[config.mk]
export PLATFORM = sky130hd
export DESIGN_NAME = lc4_mem_arbiter
export DESIGN_NICKNAME = d
export VERILOG_FILES = /design/src/rtl/lc4_mem_arbiter.sv
export SDC_FILE = /design/constraint.sdc
export NUM_CORES = 1
export LEC_CHECK = 0
export ABC_CLOCK_PERIOD_IN_PS = 1900
export BUFFER_PORTS_ARGS = -buffer_cell sky130_fd_sc_hd__buf_2
export CORE_MARGIN = 2
export CORE_UTILIZATION = 38
export CTS_CLUSTER_SIZE = 10
export DETAILED_ROUTE_END_ITERATION = 12
export GPL_ROUTABILITY_DRIVEN = 0
export PLACE_DENSITY = 0.85
export SYNTH_ARGS = -nofsm -noshare
export SYNTH_HDL_FRONTEND = slang
export SYNTH_SLANG_ARGS = --single-unit
[constraint.sdc]
create_clock -name clk -period 1.9 [get_ports clk]
set_input_delay 0.285 -clock clk [delete_from_list [all_inputs] [get_ports clk]]
set_output_delay 0.285 -clock clk [all_outputs]
set_load 0.05 [all_outputs]
[src/rtl/lc4_mem_arbiter.sv]
// Two-requester round-robin arbiter in front of a single-ported data memory.
// Read responses are steered back to their requester through a latency-matched shift pipeline.
module lc4_mem_arbiter #(
  parameter int WORD_SIZE = 16,
  parameter int ADDR_W    = 3,
  parameter int RD_LAT    = 1
) (
  input  logic                 clk,
  input  logic                 rst,
  input  logic                 gwe,
  input  logic                 a_req,
  input  logic                 a_we,
  input  logic [ADDR_W-1:0]    a_addr,
  input  logic [WORD_SIZE-1:0] a_wdata,
  output logic                 a_gnt,
  output logic                 a_rvalid,
  output logic [WORD_SIZE-1:0] a_rdata,
  input  logic                 b_req,
  input  logic                 b_we,
  input  logic [ADDR_W-1:0]    b_addr,
  input  logic [WORD_SIZE-1:0] b_wdata,
  output logic                 b_gnt,
  output logic                 b_rvalid,
  output logic [WORD_SIZE-1:0] b_rdata,
  output logic                 mem_dre,
  output logic [ADDR_W-1:0]    mem_draddr,
  output logic                 mem_dwe,
  output logic [ADDR_W-1:0]    mem_dwaddr,
  output logic [WORD_SIZE-1:0] mem_din,
  input  logic [WORD_SIZE-1:0] mem_dout,
  output logic [15:0]          conflict_cnt
);

  function automatic logic [15:0] sat_inc(input logic [15:0] v);
    return (v == 16'hFFFF) ? v : v + 16'd1;
  endfunction

  logic                 en;
  logic                 ptr;
  logic                 gnt_any;
  logic                 gnt_we;
  logic [ADDR_W-1:0]    gnt_addr;
  logic [WORD_SIZE-1:0] gnt_wdata;
  logic [RD_LAT-1:0]    vld_p;
  logic [RD_LAT-1:0]    id_p;
  logic                 head_vld;
  logic                 head_id;

  // ptr=1 gives B priority under contention
  always_comb begin
    en        = gwe & rst;
    a_gnt     = en & a_req & (~b_req | ~ptr);
    b_gnt     = en & b_req & (~a_req | ptr);
    gnt_any   = a_gnt | b_gnt;
    gnt_we    = a_gnt ? a_we    : b_we;
    gnt_addr  = a_gnt ? a_addr  : b_addr;
    gnt_wdata = a_gnt ? a_wdata : b_wdata;

    mem_dre    = gnt_any & ~gnt_we;
    mem_dwe    = gnt_any & gnt_we;
    mem_draddr = mem_dre ? gnt_addr  : '0;
    mem_dwaddr = mem_dwe ? gnt_addr  : '0;
    mem_din    = mem_dwe ? gnt_wdata : '0;
  end

  // Stage p0..p(RD_LAT-1): response tracking, advances only on enabled edges
  always_ff @(posedge clk or negedge rst) begin
    if (!rst) begin
      ptr          <= 1'b0;
      vld_p        <= '0;
      conflict_cnt <= '0;
    end else if (gwe) begin
      if (a_gnt)
        ptr <= 1'b1;
      else if (b_gnt)
        ptr <= 1'b0;
      vld_p[0] <= mem_dre;
      for (int i = 1; i < RD_LAT; i++)
        vld_p[i] <= vld_p[i-1];
      if (a_req && b_req)
        conflict_cnt <= sat_inc(conflict_cnt);
    end
  end

  // Requester id travels beside its valid; only meaningful where vld_p is set
  always_ff @(posedge clk) begin
    if (en) begin
      id_p[0] <= b_gnt;
      for (int i = 1; i < RD_LAT; i++)
        id_p[i] <= id_p[i-1];
    end
  end

  // Head of the pipeline holds through stalls, so rvalid persists while gwe=0
  always_comb begin
    head_vld = vld_p[RD_LAT-1];
    head_id  = id_p[RD_LAT-1];
    a_rvalid = head_vld & ~head_id;
    b_rvalid = head_vld & head_id;
    a_rdata  = a_rvalid ? mem_dout : '0;
    b_rdata  = b_rvalid ? mem_dout : '0;
  end

endmodule
==> flow_metrics.env, run 1 <==
export IMPL_run_status="finished with violations"
export IMPL_violations="negative setup slack"
export IMPL_post_route_worst_setup_slack_ps=-161
export IMPL_ordered_cell_list_for_the_critical_path="a21boi_2 > nand2_2 > buf_4 > clkinv_2 > nand2_1 > a21oi_4 > buf_6"
export IMPL_dp_hpwl_um=4020
export IMPL_timing_max_slew_rel_slack_pct=76.9
export IMPL_detail_route_wl_per_cell_um=15.6
export IMPL_timing_max_transition_violations_final=0
export IMPL_worst_endpoint_arrival_ps=1780
export IMPL_design_portCount=137
export IMPL_postCtsHoldBufs=0
export IMPL_numPortBuffers=136
export IMPL_cts_reportedPaths_clkPinSlew_ps=70
export IMPL_crit_reg2reg_capture="conflict_cnt[1]"
export IMPL_ctsLongestPathBuffers=2
export IMPL_post_synth_instance_area_um2=1530
export IMPL_first_iter_violations=116
export IMPL_cap_viol_max_count=0
export IMPL_power_per_cell_area_nw_per_um2=598
export IMPL_cpPeakStageDelay_ps=420
export IMPL_yosysWarnings=0
export IMPL_criticalPathCategory="flop to output port"
export IMPL_unrepaired_setup_endpoints_after_global_routing="yes"
export IMPL_highest_attainable_clock_frequency_mhz=485
export IMPL_grt_max_degree=19
export IMPL_fp_dieW_um=67.5
export IMPL_p_leak_nw=1.55
export IMPL_n_antenna_cell=0
export IMPL_grt_pass1_wl_um=7460
export IMPL_fin_crit_ps=2060
export IMPL_antenna_violations_before_repair=0
export IMPL_synthesis_area_per_instance_um2=7.89
export IMPL_worst_path_max_delay_cell="sky130_fd_sc_hd__dfrtp_1"
export IMPL_worstReg2RegStart="conflict_cnt[0]"
export IMPL_totalWireLength_um=6140
export IMPL_finalSetupViolCount=22
export IMPL_route_antenna_remaining_nets=0
export IMPL_number_of_distinct_standard_cells_referenced_by_the_synthesized_netlist=41
export IMPL_grt_overflow=0
export IMPL_reg2reg_slack_ps=210
export IMPL_initial_standard_cell_utilization_of_the_core_pct=38.8
export IMPL_post_synthesis_to_final_layout_area_growth_pct=83.2
export IMPL_fp_row_count=23
export IMPL_reg2regPathDepth=5
export IMPL_post_synth_net_total=256
export IMPL_classification_of_the_worst_slack_hold_path="input port to asynchronous set/reset pin"
export IMPL_setup_worst_path_start_class="flop"
export IMPL_drt_pre_antenna_iters=4
export IMPL_preCtsSetupSlack_ps=98.9
export IMPL_clock_tree_root_cell="sky130_fd_sc_hd__clkbuf_8"
export IMPL_crit_fanout=4
export IMPL_die_area_um2=4550
export IMPL_drcViolationCount=0
export IMPL_worstPathRequired_ps=1620
export IMPL_grt_pass1_vias=1725
export IMPL_cts_tree="built"
export IMPL_die_height_um=67.5
export IMPL_final_hold_viol_count=0
export IMPL_dp_cells=383
export IMPL_drt_vias_per_instance=5.18
export IMPL_yosys_register_bits=19
export IMPL_min_period_over_period_pct=108
export IMPL_final_cells=393
export IMPL_cts_made_buffers=3
export IMPL_ctsHtreeMaxLevel=1
export IMPL_synth_yosys_seq_area_share_pct=31.4
export IMPL_global_route_usage_total_pct=21.1
export IMPL_n_fill_cell=296
export IMPL_maximum_clock_skew_at_final_layout_ps=3.42
export IMPL_final_net_count=406
export IMPL_clock_insertion_delay_worst_skew_ps=250
export IMPL_clock_sinks=19
export IMPL_end_kind="output port"
export IMPL_floorplan_core_area_um2=3940
export IMPL_routed_via_count=2035
export IMPL_drive_gt1_share_pct=61.2
export IMPL_pin_slew_with_the_least_headroom_to_its_limit_ps=343
export IMPL_vdd_drop_max_mv=0.797
export IMPL_postSynthCellCount=194
layout by cell type (no fill, tap or decap), types with 7 or more instances in the layout:
cell type / netlist / routed
sky130_fd_sc_hd__a21oi_2: 0 / 10
sky130_fd_sc_hd__and2_1: 18 / 18
sky130_fd_sc_hd__and3_1: 18 / 18
sky130_fd_sc_hd__buf_2: 3 / 112
sky130_fd_sc_hd__buf_4: 1 / 13
sky130_fd_sc_hd__buf_6: 0 / 23
sky130_fd_sc_hd__dfrtp_1: 18 / 16
sky130_fd_sc_hd__nand2_1: 36 / 26
sky130_fd_sc_hd__nand2_2: 1 / 10
sky130_fd_sc_hd__nand3_1: 7 / 7
sky130_fd_sc_hd__xnor2_1: 7 / 7
cells in the mapped netlist:
| cell type | number | area (µm²) |
|---|---|---|
| sky130_fd_sc_hd__a21oi_1 | 18 | 90.1 |
| sky130_fd_sc_hd__mux2_4 | 1 | 15.0 |
| sky130_fd_sc_hd__buf_4 | 1 | 7.51 |
| sky130_fd_sc_hd__a41oi_1 | 1 | 8.76 |
| sky130_fd_sc_hd__nor2_1 | 11 | 41.3 |
| sky130_fd_sc_hd__a31oi_1 | 3 | 18.8 |
| sky130_fd_sc_hd__nand4_2 | 2 | 25.0 |
| sky130_fd_sc_hd__a32o_1 | 2 | 20.0 |
| sky130_fd_sc_hd__buf_2 | 3 | 15.0 |
| sky130_fd_sc_hd__nand4_1 | 4 | 25.0 |
| sky130_fd_sc_hd__edfxtp_1 | 1 | 30.0 |
| sky130_fd_sc_hd__inv_1 | 5 | 18.8 |
| sky130_fd_sc_hd__xor2_1 | 3 | 26.3 |
| sky130_fd_sc_hd__nor4_1 | 2 | 12.5 |
| sky130_fd_sc_hd__inv_2 | 2 | 7.51 |
| sky130_fd_sc_hd__or4_4 | 1 | 11.3 |
| sky130_fd_sc_hd__nand3_1 | 7 | 35.0 |
| sky130_fd_sc_hd__nor3_1 | 1 | 5.00 |
| sky130_fd_sc_hd__a21boi_2 | 1 | 11.3 |
| sky130_fd_sc_hd__mux2_1 | 2 | 22.5 |
| sky130_fd_sc_hd__mux2i_1 | 3 | 30.0 |
| sky130_fd_sc_hd__ha_1 | 1 | 12.5 |
| sky130_fd_sc_hd__xnor2_1 | 7 | 61.3 |
| sky130_fd_sc_hd__nand2b_1 | 2 | 12.5 |
| sky130_fd_sc_hd__nand2_1 | 36 | 135 |
| sky130_fd_sc_hd__nand4_4 | 1 | 21.3 |
| sky130_fd_sc_hd__dfrtp_1 | 18 | 450 |
| sky130_fd_sc_hd__o211ai_1 | 1 | 7.51 |
| sky130_fd_sc_hd__o21ai_1 | 2 | 10.0 |
| sky130_fd_sc_hd__or2_0 | 1 | 6.26 |
| sky130_fd_sc_hd__nand2_2 | 1 | 6.26 |
| sky130_fd_sc_hd__nand3_2 | 1 | 10.0 |
| sky130_fd_sc_hd__clkbuf_1 | 5 | 18.8 |
| sky130_fd_sc_hd__o21ai_0 | 1 | 5.00 |
| sky130_fd_sc_hd__and2_1 | 18 | 113 |
| sky130_fd_sc_hd__o21a_1 | 2 | 15.0 |
| sky130_fd_sc_hd__and3_1 | 18 | 113 |
| sky130_fd_sc_hd__clkinv_2 | 1 | 5.00 |
| sky130_fd_sc_hd__nor4_2 | 2 | 25.0 |
| sky130_fd_sc_hd__nor3_2 | 1 | 10.0 |
| sky130_fd_sc_hd__nand3_4 | 1 | 17.5 |
metal layers:
metal  track usage (%)  share of wire, %  wire length [µm]  vias to the layer above
met4              10.2               2.2               135                        0
met2              37.6                55              3370                       97
met1              24.9                37              2250                      948
met3              2.67               6.2               381                       15
li1                  -                 -                 -                      975
met5                 0                 0                 0                        -
registers in the layout, summed over array words and instances (netlist names):
name and count:
ptr 1, head_id 1, head_vld 1, conflict_cnt 16
where the power goes:
part,total [mW],internal (mW),switching [mW]
clock network,0.272,0.149,0.124
logic,0.830,0.261,0.569
registers,0.574,0.474,0.0998
worst max-delay path, delay by kind of cell (launching register included):
family | cells | cell delay (ps)
compound gates | 2 | 410
buf+inv | 3 | 430
flops | 1 | 420
simple gates | 2 | 270
metrics by stage:
step,TNS (ps),power [mW],instance area (µm²),utilization [%],hold slack (ps)
floorplan,-1240,1.10,1620,-,-10.6
global placement,0,1.31,2430,61.7,285
detailed placement,0,1.33,2430,61.7,281
CTS,-415,1.64,2630,66.7,8.26
global route,-3120,1.76,2810,71.2,19.1
finish,-1700,1.68,2810,71.2,5.03
worst max path at each step:
stage          slack (ps)             to  cells past startpoint  startpoint
2_1_floorplan        -150     mem_din[0]                      5         ptr
3_3_place_gp          130  mem_dwaddr[1]                      7       a_req
3_5_place_dp          100     mem_din[1]                      8       a_req
4_1_cts               -50  mem_dwaddr[1]                      6         ptr
5_1_grt              -210    mem_din[13]                      7         ptr
6_report             -160    mem_din[13]                      7         ptr
area by class of cell:
type	count	area (µm²)	area share (%)
Timing Repair Buffer	153	1020	36.4
Multi-Input combinational cell	158	1150	41.2
Sequential cell	19	483	17.2
Tap cell	50	62.6	2.23
Timing Repair inverter	1	5.00	0.178
Clock buffer	4	45.0	1.61
Inverter	8	35.0	1.25
cell families after synthesis:
logic type / count (synthesis) / synth area share, %
buffers and inverters: 17 / 4.74
AO/OA/AOI/OAI: 31 / 12.2
AND/OR/NAND/NOR: 110 / 40.8
adder cells (fa/ha/maj): 1 / 0.817
flip-flops: 19 / 31.4
XOR/XNOR: 10 / 5.72
multiplexers: 6 / 4.41
what timing repair did:
item,4_1_cts,5_1_grt
pin swaps,0,7
setup endpoints to repair,23,26
cloned,1,1
resized for setup,42,38
buffers inserted,0,4
Note: power is estimated with default switching activity, not from simulation.
==> run 2: changes to the inputs <==
==> constraint.sdc (replaced) <==
create_clock -name clk -period 1.9 [get_ports clk]
set_input_delay 0.285 -clock clk [delete_from_list [all_inputs] [get_ports clk]]
set_output_delay 0.285 -clock clk [all_outputs]
set_load 0.005 [all_outputs]
==> run 2 against run 1 <==
Compared with the run above:
- the flow still finishes with violations (negative setup slack)
- maximum frequency up 7.9%
- via count down 4.4%
- clock power up 2%
- sequential share of layout area up 2.1 points
- largest power group is now sequential cells
- first-iteration DRC count down 23%
- combinational power down 47%
- worst hold slack better by 11 ps
- final area down 11%
- cell count down 1.8%
- non-clock buffer count down 6
==> flow_metrics.env, run 2 (synthesis gave the netlist of run 1 again) <==
export IMPL_run_status="finished with violations"
export IMPL_violations="negative setup slack"
export IMPL_reg2reg_slack_ps=160
export IMPL_cts_made_buffers=3
export IMPL_die_height_um=67.5
export IMPL_drt_pre_antenna_iters=4
export IMPL_grt_pass1_wl_um=6670
export IMPL_setup_worst_path_start_class="flop"
export IMPL_classification_of_the_worst_slack_hold_path="input port to asynchronous set/reset pin"
export IMPL_grt_pass1_vias=1481
export IMPL_detail_route_wl_per_cell_um=13.3
export IMPL_cts_tree="built"
export IMPL_crit_fanout=18
export IMPL_timing_max_transition_violations_final=0
export IMPL_worst_path_max_delay_cell="sky130_fd_sc_hd__dfrtp_1"
export IMPL_ordered_cell_list_for_the_critical_path="a21boi_2 > nand2_2 > inv_4 > mux2i_1 > nor2_1 > buf_2"
export IMPL_highest_attainable_clock_frequency_mhz=523
export IMPL_cts_reportedPaths_clkPinSlew_ps=70
export IMPL_grt_max_degree=21
export IMPL_final_hold_viol_count=0
export IMPL_finalSetupViolCount=2
export IMPL_timing_max_slew_rel_slack_pct=73.9
export IMPL_design_portCount=137
export IMPL_top_register="conflict_cnt"
export IMPL_n_antenna_cell=0
export IMPL_post_synthesis_to_final_layout_area_growth_pct=62.4
export IMPL_drcViolationCount=0
export IMPL_route_antenna_remaining_nets=0
export IMPL_initial_standard_cell_utilization_of_the_core_pct=38.8
export IMPL_floorplan_core_area_um2=3940
export IMPL_worstPathRequired_ps=1620
export IMPL_final_design_area_no_fill_um2=2490
export IMPL_drive_gt1_share_pct=53.9
export IMPL_clock_sinks=19
export IMPL_min_period_over_period_pct=101
export IMPL_die_area_um2=4550
export IMPL_leading_cell_types_in_the_layout_fill_and_taps_excluded="136 x sky130_fd_sc_hd__buf_2, 35 x sky130_fd_sc_hd__nand2_1, 18 x sky130_fd_sc_hd__and2_1, 18 x sky130_fd_sc_hd__and3_1, 18 x sky130_fd_sc_hd__dfrtp_1"
export IMPL_cpLargestDelayFamily="flip-flops"
export IMPL_placedInstanceArea_um2=2280
export IMPL_antenna_violations_before_repair=0
export IMPL_grt_overflow=0
export IMPL_cap_viol_max_count=0
export IMPL_hold_ws_ps=16.2
export IMPL_clock_tree_root_cell="sky130_fd_sc_hd__clkbuf_8"
export IMPL_post_route_worst_setup_slack_ps=-10.9
export IMPL_unrepaired_setup_endpoints_after_global_routing="yes"
export IMPL_global_route_usage_total_pct=18.5
export IMPL_clock_insertion_delay_worst_skew_ps=250
export IMPL_worst_endpoint_arrival_ps=1630
export IMPL_p_leak_nw=1.48
export IMPL_routed_via_count=1945
export IMPL_critical_path_n_buffers_inverters=2
export IMPL_first_iter_violations=89
export IMPL_dp_hpwl_um=3830
export IMPL_criticalPathCategory="flop to output port"
export IMPL_maximum_clock_skew_at_final_layout_ps=1.24
export IMPL_ctsLongestPathBuffers=2
export IMPL_fin_crit_ps=1910
export IMPL_ctsHtreeMaxLevel=1
export IMPL_mostFrequentLayoutCell="sky130_fd_sc_hd__buf_2"
export IMPL_number_of_flip_flops_in_the_largest_register=16
export IMPL_fp_dieW_um=67.5
export IMPL_numPortBuffers=136
export IMPL_power_per_cell_area_nw_per_um2=523
export IMPL_preCtsSetupSlack_ps=126
export IMPL_final_net_count=399
export IMPL_vdd_drop_max_mv=0.521
export IMPL_totalWireLength_um=5150
export IMPL_drt_vias_per_instance=5.04
export IMPL_cpPeakStageDelay_ps=420
export IMPL_fp_row_count=23
export IMPL_end_kind="output port"
export IMPL_pin_slew_with_the_least_headroom_to_its_limit_ps=391
[run 2: changes by cell type in the layout (fill, tap and decap cells not counted), moves of 6 or more]
cell / before / now
sky130_fd_sc_hd__buf_2: 112 / 136
sky130_fd_sc_hd__buf_6: 23 / 1
sky130_fd_sc_hd__nand2_1: 26 / 35
sky130_fd_sc_hd__nand2_2: 10 / 1
sky130_fd_sc_hd__a21oi_4: 6 / 0
sky130_fd_sc_hd__buf_4: 13 / 7
[run 2: stage by stage]
stage	power [mW]	TNS (ps)	util, %	std cells
6_report	1.30	-15.5	63.1	386
5_1_grt	1.38	-261	63.1	386
4_1_cts	1.24	0	59.0	381
3_5_place_dp	0.967	0	57.8	377
3_3_place_gp	0.952	0	57.8	377
2_1_floorplan	0.752	0	-	194
[run 2: final cells by class]
type                    count  area (µm²)
fillers                   322        1460
flip-flops and latches     19         480
inverters                   8        32.5
repair buffers            147         810
well taps                  50        62.6
multi-input cells         158        1060
clock buffers               4        45.0
[run 2: layer usage]
layer  wire length [µm]  global-route usage (%)  vias up
li1                   -                       -      963
met1               2120                    23.2      883
met2               2590                    33.8       95
met3                421                    2.33        4
met4                 22                    3.57        0
met5                  0                       0        -
[run 2: timing repair]
action	in CTS	in global routing
pin swaps	0	2
buffers inserted	0	2
endpoints found under the setup margin	3	24
gates cloned	0	3
hold buffers	0	0
resized for setup	1	21
[run 2: final timing paths]
kind                                       start                to  depth (start not counted)
worst max-delay path                         ptr     mem_draddr[2]                          6
worst min-delay path                         rst   conflict_cnt[4]                          2
worst max register to register   conflict_cnt[0]   conflict_cnt[1]                          5
worst min register to register  conflict_cnt[11]  conflict_cnt[11]                          1
max in group asynchronous                    rst  conflict_cnt[14]                          2
min in group clk                             gwe          head_vld                          2
[run 2: power by group]
part	switching, mW	internal (mW)	total [mW]	leakage [nW]
logic	0.209	0.229	0.439	1.21
clock network	0.129	0.149	0.278	0.0228
registers	0.115	0.470	0.584	0.249
total	0.453	0.848	1.30	1.48
==> run 3: changes to the inputs <==
--- a/config.mk
+++ b/config.mk
@@ -7,12 +7,13 @@
 export LEC_CHECK = 0
 export ABC_CLOCK_PERIOD_IN_PS = 1900
 export BUFFER_PORTS_ARGS = -buffer_cell sky130_fd_sc_hd__buf_2
+export CAP_MARGIN = 10
 export CORE_MARGIN = 2
 export CORE_UTILIZATION = 38
 export CTS_CLUSTER_SIZE = 10
 export DETAILED_ROUTE_END_ITERATION = 12
-export GPL_ROUTABILITY_DRIVEN = 0
 export PLACE_DENSITY = 0.85
+export SETUP_SLACK_MARGIN = 0.3
 export SYNTH_ARGS = -nofsm -noshare
 export SYNTH_HDL_FRONTEND = slang
 export SYNTH_SLANG_ARGS = --single-unit
==> run 3 against run 2 <==
Compared with the run above:
- the run still ends with negative setup slack left
- global-route usage grew 3.1 points
- via count grew 7.8%
- critical path type unchanged
- critical path depth is the same
==> flow_metrics.env, run 3 (synthesis gave the netlist of run 1 again) <==
export IMPL_drive_gt1_share_pct=61.9
export IMPL_cts_made_buffers=3
export IMPL_routed_via_count=2096
export IMPL_run_status="finished with violations"
export IMPL_worst_endpoint_arrival_ps=1660
export IMPL_route_antenna_remaining_nets=0
export IMPL_worstReg2RegStart="conflict_cnt[0]"
export IMPL_drt_vias_per_instance=5.15
export IMPL_maximum_clock_skew_at_final_layout_ps=1.44
export IMPL_final_core_util_pct=69.8
export IMPL_final_net_count=420
export IMPL_clock_sinks=19
export IMPL_cpLargestDelayFamily="flip-flops"
export IMPL_ordered_cell_list_for_the_critical_path="a21boi_4 > a32o_1 > nand2_2 > buf_6 > nor2_1 > buf_2"
export IMPL_number_of_flip_flops_in_the_largest_register=16
export IMPL_ctsHtreeMaxLevel=1
export IMPL_clock_tree_root_cell="sky130_fd_sc_hd__clkbuf_8"
export IMPL_crit_reg2reg_capture="conflict_cnt[4]"
export IMPL_unrepaired_setup_endpoints_after_global_routing="yes"
export IMPL_crit_fanout=5
export IMPL_worst_path_max_delay_cell="sky130_fd_sc_hd__dfrtp_1"
export IMPL_detail_route_wl_per_cell_um=14.7
export IMPL_vdd_drop_max_mv=0.731
export IMPL_power_per_cell_area_nw_per_um2=556
export IMPL_p_leak_nw=1.61
export IMPL_final_cells=407
export IMPL_cpPeakStageDelay_ps=430
export IMPL_cts_tree="built"
export IMPL_post_synthesis_to_final_layout_area_growth_pct=79.6
export IMPL_n_antenna_cell=0
export IMPL_clock_insertion_delay_worst_skew_ps=260
export IMPL_finalSetupViolCount=2
export IMPL_end_kind="output port"
export IMPL_cts_reportedPaths_clkPinSlew_ps=70
export IMPL_criticalPathCategory="flop to output port"
export IMPL_timing_max_slew_rel_slack_pct=82.3
export IMPL_fp_dieW_um=67.5
export IMPL_worstPathRequired_ps=1620
export IMPL_drt_pre_antenna_iters=4
export IMPL_grt_overflow=0
export IMPL_total_power_mw=1.53
export IMPL_fp_row_count=23
export IMPL_grt_max_degree=19
export IMPL_pin_slew_with_the_least_headroom_to_its_limit_ps=264
export IMPL_reg2reg_slack_ps=310
export IMPL_reg2regPathDepth=7
export IMPL_first_iter_violations=107
export IMPL_floorplan_core_area_um2=3940
export IMPL_post_route_worst_setup_slack_ps=-46.2
export IMPL_ctsLongestPathBuffers=2
export IMPL_violations="negative setup slack"
export IMPL_highest_attainable_clock_frequency_mhz=514
export IMPL_cap_viol_max_count=0
export IMPL_global_route_usage_total_pct=21.6
export IMPL_final_hold_viol_count=0
export IMPL_timing_max_transition_violations_final=0
export IMPL_critical_path_n_buffers_inverters=2
export IMPL_leading_cell_types_in_the_layout_fill_and_taps_excluded="134 x sky130_fd_sc_hd__buf_2, 34 x sky130_fd_sc_hd__nand2_1, 24 x sky130_fd_sc_hd__buf_4"
export IMPL_setup_worst_path_start_class="flop"
export IMPL_design_portCount=137
export IMPL_totalWireLength_um=5990
export IMPL_initial_standard_cell_utilization_of_the_core_pct=38.8
export IMPL_die_area_um2=4550
export IMPL_place_congestion=0.859
export IMPL_mostFrequentLayoutCell="sky130_fd_sc_hd__buf_2"
export IMPL_drcViolationCount=0
export IMPL_die_height_um=67.5
export IMPL_min_period_over_period_pct=102
export IMPL_grt_pass1_vias=1686
export IMPL_dp_cells=377
export IMPL_antenna_violations_before_repair=0
export IMPL_dp_hpwl_um=3830
export IMPL_numPortBuffers=136
export IMPL_classification_of_the_worst_slack_hold_path="input port to asynchronous set/reset pin"
export IMPL_fin_crit_ps=1950
export IMPL_top_register="conflict_cnt"
export IMPL_grt_pass1_wl_um=7720
## run 3: layout make-up
type	count	area, µm²
Timing Repair Buffer	167	961
Tap cell	50	62.6
Clock buffer	4	45.0
Multi-Input combinational cell	158	1150
Sequential cell	19	494
Timing Repair inverter	1	6.26
Fill cell	283	1190
Inverter	8	35.0
## run 3: worst max-delay path by stage
| stage | slack (ps) | startpoint | endpoint | cells past startpoint |
|---|---|---|---|---|
| finish | -50 | ptr | mem_dwaddr[2] | 6 |
| global route | -100 | ptr | mem_dwaddr[2] | 6 |
| CTS | 80 | ptr | mem_draddr[0] | 6 |
| detailed placement | 130 | conflict_cnt[0] | conflict_cnt[14] | 5 |
| global placement | 240 | conflict_cnt[0] | conflict_cnt[1] | 5 |
| floorplan | 300 | conflict_cnt[0] | conflict_cnt[14] | 5 |
## run 3: power breakdown
group / leakage (nW) / switching [mW] / total [mW] / internal, mW
Sequential: 0.233 / 0.124 / 0.606 / 0.481
Clock: 0.0228 / 0.134 / 0.283 / 0.150
Combinational: 1.35 / 0.292 / 0.640 / 0.348
Total: 1.61 / 0.550 / 1.53 / 0.979
## run 3: metal layers
metal / wire length [µm] / up-vias / part of all wire (%) / GRT usage [%]
li1: - / 1000 / - / -
met1: 2290 / 949 / 38 / 27.3
met2: 3050 / 136 / 51 / 39.5
met3: 556 / 11 / 9.3 / 2.50
met4: 92 / 0 / 1.5 / 4.34
met5: 0 / - / 0 / 0
## run 3: repair_timing
| action | in CTS | in global routing |
|---|---|---|
| buffers inserted | 10 | 12 |
| hold buffers | 0 | 0 |
| cloned | 2 | 2 |
| endpoints found under the setup margin | 50 | 34 |
| resized for setup | 26 | 34 |
| pin swaps | 5 | 12 |
## run 3: metrics by stage
step | setup TNS, ps | cell area (µm²) | worst slack, ps | hold slack (ps)
final | -52.0 | 2750 | -46.2 | 7.92
after global placement | 0 | 2280 | 242 | 291
after detailed placement | 0 | 2280 | 126 | 300
after CTS | 0 | 2530 | 78.7 | 24.8
after global routing | -797 | 2750 | -95.9 | 31.7
after floorplan | 0 | 1530 | 299 | -10.6
## run 3: worst reg2reg max path: stages (launching register included)
cell                      delay, ps
sky130_fd_sc_hd__dfrtp_2        440
sky130_fd_sc_hd__ha_4           180
sky130_fd_sc_hd__nand3_4        120
sky130_fd_sc_hd__buf_4          160
sky130_fd_sc_hd__buf_4          130
sky130_fd_sc_hd__nor2_1         130
sky130_fd_sc_hd__o21a_1         210
sky130_fd_sc_hd__xor2_1         150
